### config.mk
export PLATFORM = sky130hd
export DESIGN_NAME = fb_scanout_arbiter
export DESIGN_NICKNAME = d
export VERILOG_FILES = /design/src/rtl/fb_scanout_arbiter.sv
export SDC_FILE = /design/constraint.sdc
export NUM_CORES = 1
export LEC_CHECK = 0
export ABC_CLOCK_PERIOD_IN_PS = 3500
export CORE_MARGIN = 4
export CORE_UTILIZATION = 47
export CTS_CLUSTER_SIZE = 25
export DETAILED_ROUTE_END_ITERATION = 12
export PLACE_DENSITY = 0.92
export SETUP_SLACK_MARGIN = 0.1
export SLEW_MARGIN = 5
export SYNTH_ARGS = -nofsm -noshare
export SYNTH_HDL_FRONTEND = slang
export SYNTH_SLANG_ARGS = --single-unit
### constraint.sdc
create_clock -name pixel_clk_in -period 3.5 [get_ports pixel_clk_in]
set_clock_uncertainty 0.1 [all_clocks]
set_input_delay 0.7 -clock pixel_clk_in [delete_from_list [all_inputs] [get_ports pixel_clk_in]]
set_output_delay 0.7 -clock pixel_clk_in [all_outputs]
set_load 0.05 [all_outputs]
### src/rtl/fb_scanout_arbiter.sv
// fb_scanout_arbiter
// Shares one single-port framebuffer RAM between VGA scan-out and a pixel
// writer. A read slot is reserved on every SCALE-th pixel clock inside the
// upscaled framebuffer area. Every other cycle is offered to the writer.
//
// Write handshake: a write transfers on a cycle where wr_valid_in and
// wr_ready_out are both high. wr_ready_out depends only on the timing inputs,
// never on wr_valid_in. While waiting, the requester holds wr_valid_in,
// wr_addr_in and wr_data_in stable.
module fb_scanout_arbiter #(
    parameter int FB_WIDTH    = 256,
    parameter int FB_HEIGHT   = 192,
    parameter int SCALE       = 4,
    parameter int PIXEL_WIDTH = 16,
    parameter int ADDR_WIDTH  = 16,
    parameter int MEM_LATENCY = 2
) (
    input  logic                   pixel_clk_in,
    input  logic                   rst_n_in,
    input  logic [10:0]            hcount_in,
    input  logic [9:0]             vcount_in,
    input  logic                   blank_in,
    input  logic [ADDR_WIDTH-1:0]  wr_addr_in,
    input  logic [PIXEL_WIDTH-1:0] wr_data_in,
    input  logic                   wr_valid_in,
    output logic                   wr_ready_out,
    output logic [ADDR_WIDTH-1:0]  mem_addr_out,
    output logic [PIXEL_WIDTH-1:0] mem_wdata_out,
    output logic                   mem_en_out,
    output logic                   mem_we_out,
    input  logic [PIXEL_WIDTH-1:0] mem_rdata_in,
    output logic [PIXEL_WIDTH-1:0] pixel_out,
    output logic                   pixel_valid_out,
    output logic [15:0]            drop_count_out
);

    // SCALE is a power of two, so scaling reduces to shifts and masks.
    localparam int                    SCALE_SHIFT = $clog2(SCALE);
    localparam logic [11:0]           H_LIMIT     = 12'(FB_WIDTH * SCALE);
    localparam logic [10:0]           V_LIMIT     = 11'(FB_HEIGHT * SCALE);
    localparam logic [10:0]           PHASE_MASK  = 11'(SCALE - 1);
    localparam logic [ADDR_WIDTH:0]   FB_PIXELS   = (ADDR_WIDTH + 1)'(FB_WIDTH * FB_HEIGHT);
    localparam logic [ADDR_WIDTH-1:0] FB_W_A      = ADDR_WIDTH'(FB_WIDTH);

    // Timing decode.
    logic                  active;
    logic                  rd_slot;
    logic [10:0]           fb_x;
    logic [9:0]            fb_y;
    logic [ADDR_WIDTH-1:0] rd_addr;
    logic                  wr_in_range;

    // Registered state.
    logic [ADDR_WIDTH-1:0]  mem_addr_q, mem_addr_d;
    logic [PIXEL_WIDTH-1:0] mem_wdata_q, mem_wdata_d;
    logic                   mem_en_q, mem_en_d;
    logic                   mem_we_q, mem_we_d;
    logic [15:0]            drop_q, drop_d;
    logic [MEM_LATENCY:0]   tag_q, tag_d;
    logic [MEM_LATENCY:0]   act_q, act_d;
    logic [PIXEL_WIDTH-1:0] hold_q, hold_d;
    logic [PIXEL_WIDTH-1:0] pixel_q, pixel_d;
    logic                   valid_q, valid_d;

    // The phase of the read slot is taken straight from hcount_in, so a
    // line wrap or a jump in the timing inputs realigns it immediately.
    assign active      = !blank_in
                         && ({1'b0, hcount_in} < H_LIMIT)
                         && ({1'b0, vcount_in} < V_LIMIT);
    assign rd_slot     = active && ((hcount_in & PHASE_MASK) == 11'd0);
    assign fb_x        = hcount_in >> SCALE_SHIFT;
    assign fb_y        = vcount_in >> SCALE_SHIFT;
    assign rd_addr     = ADDR_WIDTH'(fb_y) * FB_W_A + ADDR_WIDTH'(fb_x);
    assign wr_in_range = ({1'b0, wr_addr_in} < FB_PIXELS);

    // The reader owns the port during a read slot. This single rule is what
    // keeps a read and a write from ever being issued in the same cycle.
    assign wr_ready_out = !rd_slot;

    // Choose the memory command for the next cycle and update the drop counter.
    always_comb begin
        mem_en_d    = 1'b0;
        mem_we_d    = 1'b0;
        mem_addr_d  = mem_addr_q;
        mem_wdata_d = mem_wdata_q;
        drop_d      = drop_q;
        if (rd_slot) begin
            mem_en_d   = 1'b1;
            mem_addr_d = rd_addr;
        end else if (wr_valid_in) begin
            if (wr_in_range) begin
                mem_en_d    = 1'b1;
                mem_we_d    = 1'b1;
                mem_addr_d  = wr_addr_in;
                mem_wdata_d = wr_data_in;
            end else if (drop_q != 16'hFFFF) begin
                drop_d = drop_q + 16'd1;
            end
        end
    end

    // Shift the read tags and active flags. Stage MEM_LATENCY of the tag chain
    // lines up with the returning RAM data.
    always_comb begin
        tag_d    = '0;
        act_d    = '0;
        tag_d[0] = rd_slot;
        act_d[0] = active;
        for (int i = 1; i <= MEM_LATENCY; i++) begin
            tag_d[i] = tag_q[i-1];
            act_d[i] = act_q[i-1];
        end
    end

    // Latch read data when its tag emerges. The output pixel is forced to zero
    // whenever the delayed active flag shows border or blank.
    always_comb begin
        hold_d  = tag_q[MEM_LATENCY] ? mem_rdata_in : hold_q;
        valid_d = act_q[MEM_LATENCY];
        pixel_d = act_q[MEM_LATENCY] ? hold_d : '0;
    end

    // All state registers. An asynchronous reset also discards in-flight reads.
    always_ff @(posedge pixel_clk_in or negedge rst_n_in) begin
        if (!rst_n_in) begin
            mem_addr_q  <= '0;
            mem_wdata_q <= '0;
            mem_en_q    <= 1'b0;
            mem_we_q    <= 1'b0;
            drop_q      <= '0;
            tag_q       <= '0;
            act_q       <= '0;
            hold_q      <= '0;
            pixel_q     <= '0;
            valid_q     <= 1'b0;
        end else begin
            mem_addr_q  <= mem_addr_d;
            mem_wdata_q <= mem_wdata_d;
            mem_en_q    <= mem_en_d;
            mem_we_q    <= mem_we_d;
            drop_q      <= drop_d;
            tag_q       <= tag_d;
            act_q       <= act_d;
            hold_q      <= hold_d;
            pixel_q     <= pixel_d;
            valid_q     <= valid_d;
        end
    end

    assign mem_addr_out    = mem_addr_q;
    assign mem_wdata_out   = mem_wdata_q;
    assign mem_en_out      = mem_en_q;
    assign mem_we_out      = mem_we_q;
    assign drop_count_out  = drop_q;
    assign pixel_out       = pixel_q;
    assign pixel_valid_out = valid_q;

endmodule

# Yosys cells after proc, flatten, opt, wreduce, memory -nomap -nowiden

Cells that the tools add are included.

Register bits: 89
Logic and storage cells: 38
Output and inout bits: 68

Mux-type cells: 9
Equality and inequality tests: 1
Reduce and logical (&&, ||, !) cells: 11
Add/subtract/negate cells: 2
$lt $le $gt $ge: 3
Bitwise logic cells: 2

Operators by type and width:

| operator                                           | count |
|---|---|
| two-way mux 16 bit                                 | 5 |
| adder 16 x 1 -> 16 bit, second input constant      | 1 |
| adder 16 x 9 -> 16 bit                             | 1 |
| less-than comparator 16 bit, second input constant | 1 |
| inequality test 16 bit, second input constant      | 1 |
| zero test 11 bit                                   | 1 |
| less-than comparator 11 bit, second input constant | 1 |
| less-than comparator 10 bit, second input constant | 1 |
| two-way mux 1 bit                                  | 4 |
| AND reduction 4 bit                                | 1 |
| nonzero test 2 bit                                 | 2 |
| logical AND 1 bit                                  | 3 |
| AND reduction 3 bit                                | 1 |
| zero test 1 bit                                    | 2 |
| NOT 1 bit                                          | 2 |
| AND reduction 2 bit                                | 1 |

# Logic depth before layout (Yosys ltp)

Depth in word-level cells: 6
Gate-level depth with buffers: 6

# Worst setup path before layout

OpenSTA, ideal clock, no wires.

Kind: input-to-output
Start point: input port hcount_in[1]
End point: output port wr_ready_out
Path slack: 0.973 ns
Path buffers: 1
Arrival time: 1.727 ns
Cell stages on the path: 3
Cells stage by stage: nor2_1 nand2_1 clkbuf_1

Word-level cells in the longest chain between the ends: 5
Elaborated cells on any way between the ends: 6

Ends and longest elaborated chain:

| element                     | line | source |
|---|---|---|
| from (decl)                 | 20   | `input logic [10:0] hcount_in,` |
| less-than comparator 11 bit | 68   | `&& ({1'b0, hcount_in} < H_LIMIT)` |
| logical AND 1 bit           | 68   |  |
| logical AND 1 bit           | 69   | `&& ({1'b0, vcount_in} < V_LIMIT);` |
| logical AND 1 bit *         | 70   | `assign rd_slot = active && ((hcount_in & PHASE_MASK) == 11'd0);` |
| zero test 1 bit *           | 78   | `assign wr_ready_out = !rd_slot;` |
| to (decl)                   | 26   | `output logic wr_ready_out,` |

Every way passes the cells marked *; elsewhere a longest branch is shown, timed or not.

# Worst setup path in the final report

Start point: input port vcount_in[8]
End point: output port wr_ready_out

Word-level cells in the longest chain between the ends: 4

Ends and longest elaborated chain:

| element                     | line | source |
|---|---|---|
| from (decl)                 | 21   | `input logic [9:0] vcount_in,` |
| less-than comparator 10 bit | 69   |  |
| logical AND 1 bit           | 69   |  |
| net active                  | 46   | `logic active;` |
| logical AND 1 bit           | 70   |  |
| zero test 1 bit             | 78   |  |

The timed path passes the listed nets, and every way through them passes these cells.

==> reports/metrics.cfg <==
[setup_path]
critPathMaxStageDelay_ns=0.49
required_ns=2.70
crit_slowest_cell=clkdlybuf4s50_1
worstRegToRegCells=5
cp-end-kind=primary output
reg2reg_from=drop_count_out[0]
timing.rr.end=drop_count_out[1]
cp_cell_sequence=clkdlybuf4s50_1 -> a211oi_4 -> nand2_1 -> buf_4
start_kind=input pin
critPathKind=in2out
ff2ff_setup_slack_ns=1.44
crit_fanout=6
cp.arrival_ns=2.04

[pwr]
p_sw_uw=974
p_leak_nw=2.30
pwr-share-clk=0.252
power.total_mw=2.82
power.density_nw_per_um2=528
p_int_mw=1.84
comb_power_share=0.303
ir_drop_mv=0.492
seqPwrFrac=0.445
swShare=0.345

[sta]
fmax_mhz=352
rsz0062_at_grt=false
tns_ns=0
setup_viol_count_final=0
max-slew-margin-rel=0.284
drv_slew=0
worst_pin_slew_ns=1.07
setup_ws_ns=0.662
min_period_ns=2.84
hold_ws_ns=0.251
hold_viol=0
period_share=0.811

[grt]
grt.total_usage=0.186
grt_antenna_before_repair=0
grt_max_degree=90
grt-ovfl-total=0
grt_pass1_vias=2787
grt_pass1_wl_mm=13.2

[floorplanning]
dieHeight_um=96.2
coreArea_um2=7410
start_util=0.494
die_area_um2=9260
die-width_um=96.2
row_count=31
ios=141

[cells_and_area]
fin_nets=490
drive_gt1_frac=0.124
fill_cells=525
areaGrowthSynthToFinish_pct=45.8
diodes=0

[run]
cap_viol_max_count=0

[placement]
pre_cts_ws_ns=0.629
dp_hpwl_mm=6.00
numPortBuffers=138
gp_congestion=0.777

[status]
outcome=finished, final reports clean

[synthesis]
synth_seq_cells=89
synth_cell_types=36
syn-num-nets=348
synth_cells=272
synthXorXnorAreaFrac=0.0479
synth_area_leaders=dfrtp_1, mux2_2, mux2i_1, mux2_1, and2_1
seq_area_frac_synth=0.609
ys.warnings.count=0
syn_area_per_cell_um2=13.4
synth_top_cell_by_area=dfrtp_1
synthMuxAreaShare=0.146
synth_fa_ha_area_frac=0.0103
synth_top_family_by_area=multiplexers
synth_area_um2=3660
synth_top_area_frac=0.609
synth-simple-area-share=0.125
synth_compound_area_frac=0.0472

[clocking]
cts.clk_slew.worst_paths_ns=0.09
cts_root_buf=clkbuf_8
numCtsBuffers=9
post_cts_buffers=0
cts_max_path_buffers=2
postCtsHoldBufs=0
cts_tree=done
cts_resized=0
cts_sinks=89
clock_latency_ns=0.34
htree_num_levels=3

[route]
avgViaCountPerCell=5.04
vias=2611
drc=0
wl_per_cell_um=15.6
drtPass1Iterations=4
totalWireLength_mm=8.08
drtIter0Drc=42
final_antenna_net_count=0

[min_path]
hp-start=tag_q[1]
hold_path_end=tag_q[2]
hp-class=reg2reg
hold_depth=0

[state kept, by name, indices dropped and copies added (netlist names)]
| register | count |
|---|---|
| act_q | 3 |
| drop_count_out | 16 |
| hold_q | 16 |
| mem_addr_out | 16 |
| mem_en_out | 1 |
| mem_wdata_out | 16 |
| mem_we_out | 1 |
| pixel_out | 16 |
| pixel_valid_out | 1 |
| tag_q | 3 |
[worst max-delay path: cells and delay by family]
family	cells	cell delay [ns]
AND/OR/NAND/NOR	1	0.16
AO/OA/AOI/OAI	1	0.45
buffers and inverters	2	0.72
[cell usage after synthesis]
master / instances
dfrtp_1: 89
mux2_2: 25
and2_1: 16
nor2_1: 16
a21oi_1: 14
mux2i_1: 14
mux2_1: 10
nand2_1: 10
xnor2_1: 10
xor2_1: 10
nand4_1: 9
nand3_1: 8
clkbuf_1: 4
and4_1: 3
buf_2: 3
ha_1: 3
nand4b_1: 3
a2111oi_2: 2
and3_1: 2
and4bb_1: 2
buf_4: 2
inv_1: 2
o21ai_0: 2
a211oi_4: 1
a21boi_1: 1
a21oi_2: 1
a21oi_4: 1
a41o_1: 1
and3b_1: 1
and4b_1: 1
nand2b_1: 1
nor2b_1: 1
nor3_1: 1
nor3b_1: 1
nor4_4: 1
nor4b_1: 1
[per-layer routing]
layer | up-vias | part of all wire | global-route usage
li1 | 1238 | - | -
met1 | 1272 | 0.40 | 0.222
met2 | 89 | 0.52 | 0.321
met3 | 12 | 0.064 | 0.0508
met4 | 0 | 0.016 | 0.0675
met5 | - | 0 | 0
[how the worst max path moves through the flow]
stage	from	end	slack, ns	cells past startpoint
4_1_cts	vcount_in[8]	wr_ready_out	0.63	4
6_report	vcount_in[8]	wr_ready_out	0.66	4
2_1_floorplan	hcount_in[1]	wr_ready_out	0.97	3
3_3_place_gp	vcount_in[8]	wr_ready_out	0.70	4
5_1_grt	vcount_in[8]	wr_ready_out	0.57	4
3_5_place_dp	vcount_in[8]	wr_ready_out	0.63	4
[per-stage QoR]
stage / cell area [µm²] / instances / utilization
after floorplan: 3660 / 272 / -
after global placement: 5130 / 502 / 0.693
after detailed placement: 5130 / 502 / 0.693
after CTS: 5330 / 518 / 0.720
after global routing: 5330 / 518 / 0.720
final: 5330 / 518 / 0.720
[power by group through the flow]
| stage | combinational, mW | sequential (mW) | clock, mW |
|---|---|---|---|
| 3_3_place_gp | 0.843 | 1.27 | 0 |
| 2_1_floorplan | 0.181 | 1.60 | 0 |
| 6_report | 0.854 | 1.26 | 0.709 |
| 5_1_grt | 0.903 | 1.28 | 0.787 |
| 4_1_cts | 0.863 | 1.26 | 0.734 |
| 3_5_place_dp | 0.860 | 1.28 | 0 |
[layout by cell type, fill, tap and decap left out, types with 3 or more instances in the layout]
cell type and instances:
ha_1 3, a21oi_1 14, clkbuf_8 9, nand4b_1 3, nand2_1 10, clkdlybuf4s50_1 136
xnor2_1 10, nand3_1 8, mux2i_1 14, and4_1 3, and2_1 16, dfrtp_1 89
mux2_2 25, mux2_1 10, nand4_1 9, buf_4 4, xor2_1 10, nor2_1 16
[cell type report]
cell class / instances / area [µm²] / area share
clock inverters: 7 / 78.8 / 0.0148
repair buffers: 140 / 1390 / 0.261
flip-flops and latches: 89 / 2230 / 0.418
clock buffers: 9 / 124 / 0.0232
inverters: 2 / 7.51 / 0.00141
well taps: 99 / 124 / 0.0232
multi-input cells: 172 / 1380 / 0.259
[kinds of logic (layout without fill, tap and decap cells)]
kind of cell             after synthesis  count (layout)
AND/OR/NAND/NOR                       77              77
multiplexers                          49              49
flip-flops                            89              89
XOR/XNOR                              20              20
buffers and inverters                 11             158
AO/OA/AOI/OAI                         23              23
adder cells (fa/ha/maj)                3               3
No activity file was read; power rests on OpenSTA's default activity.
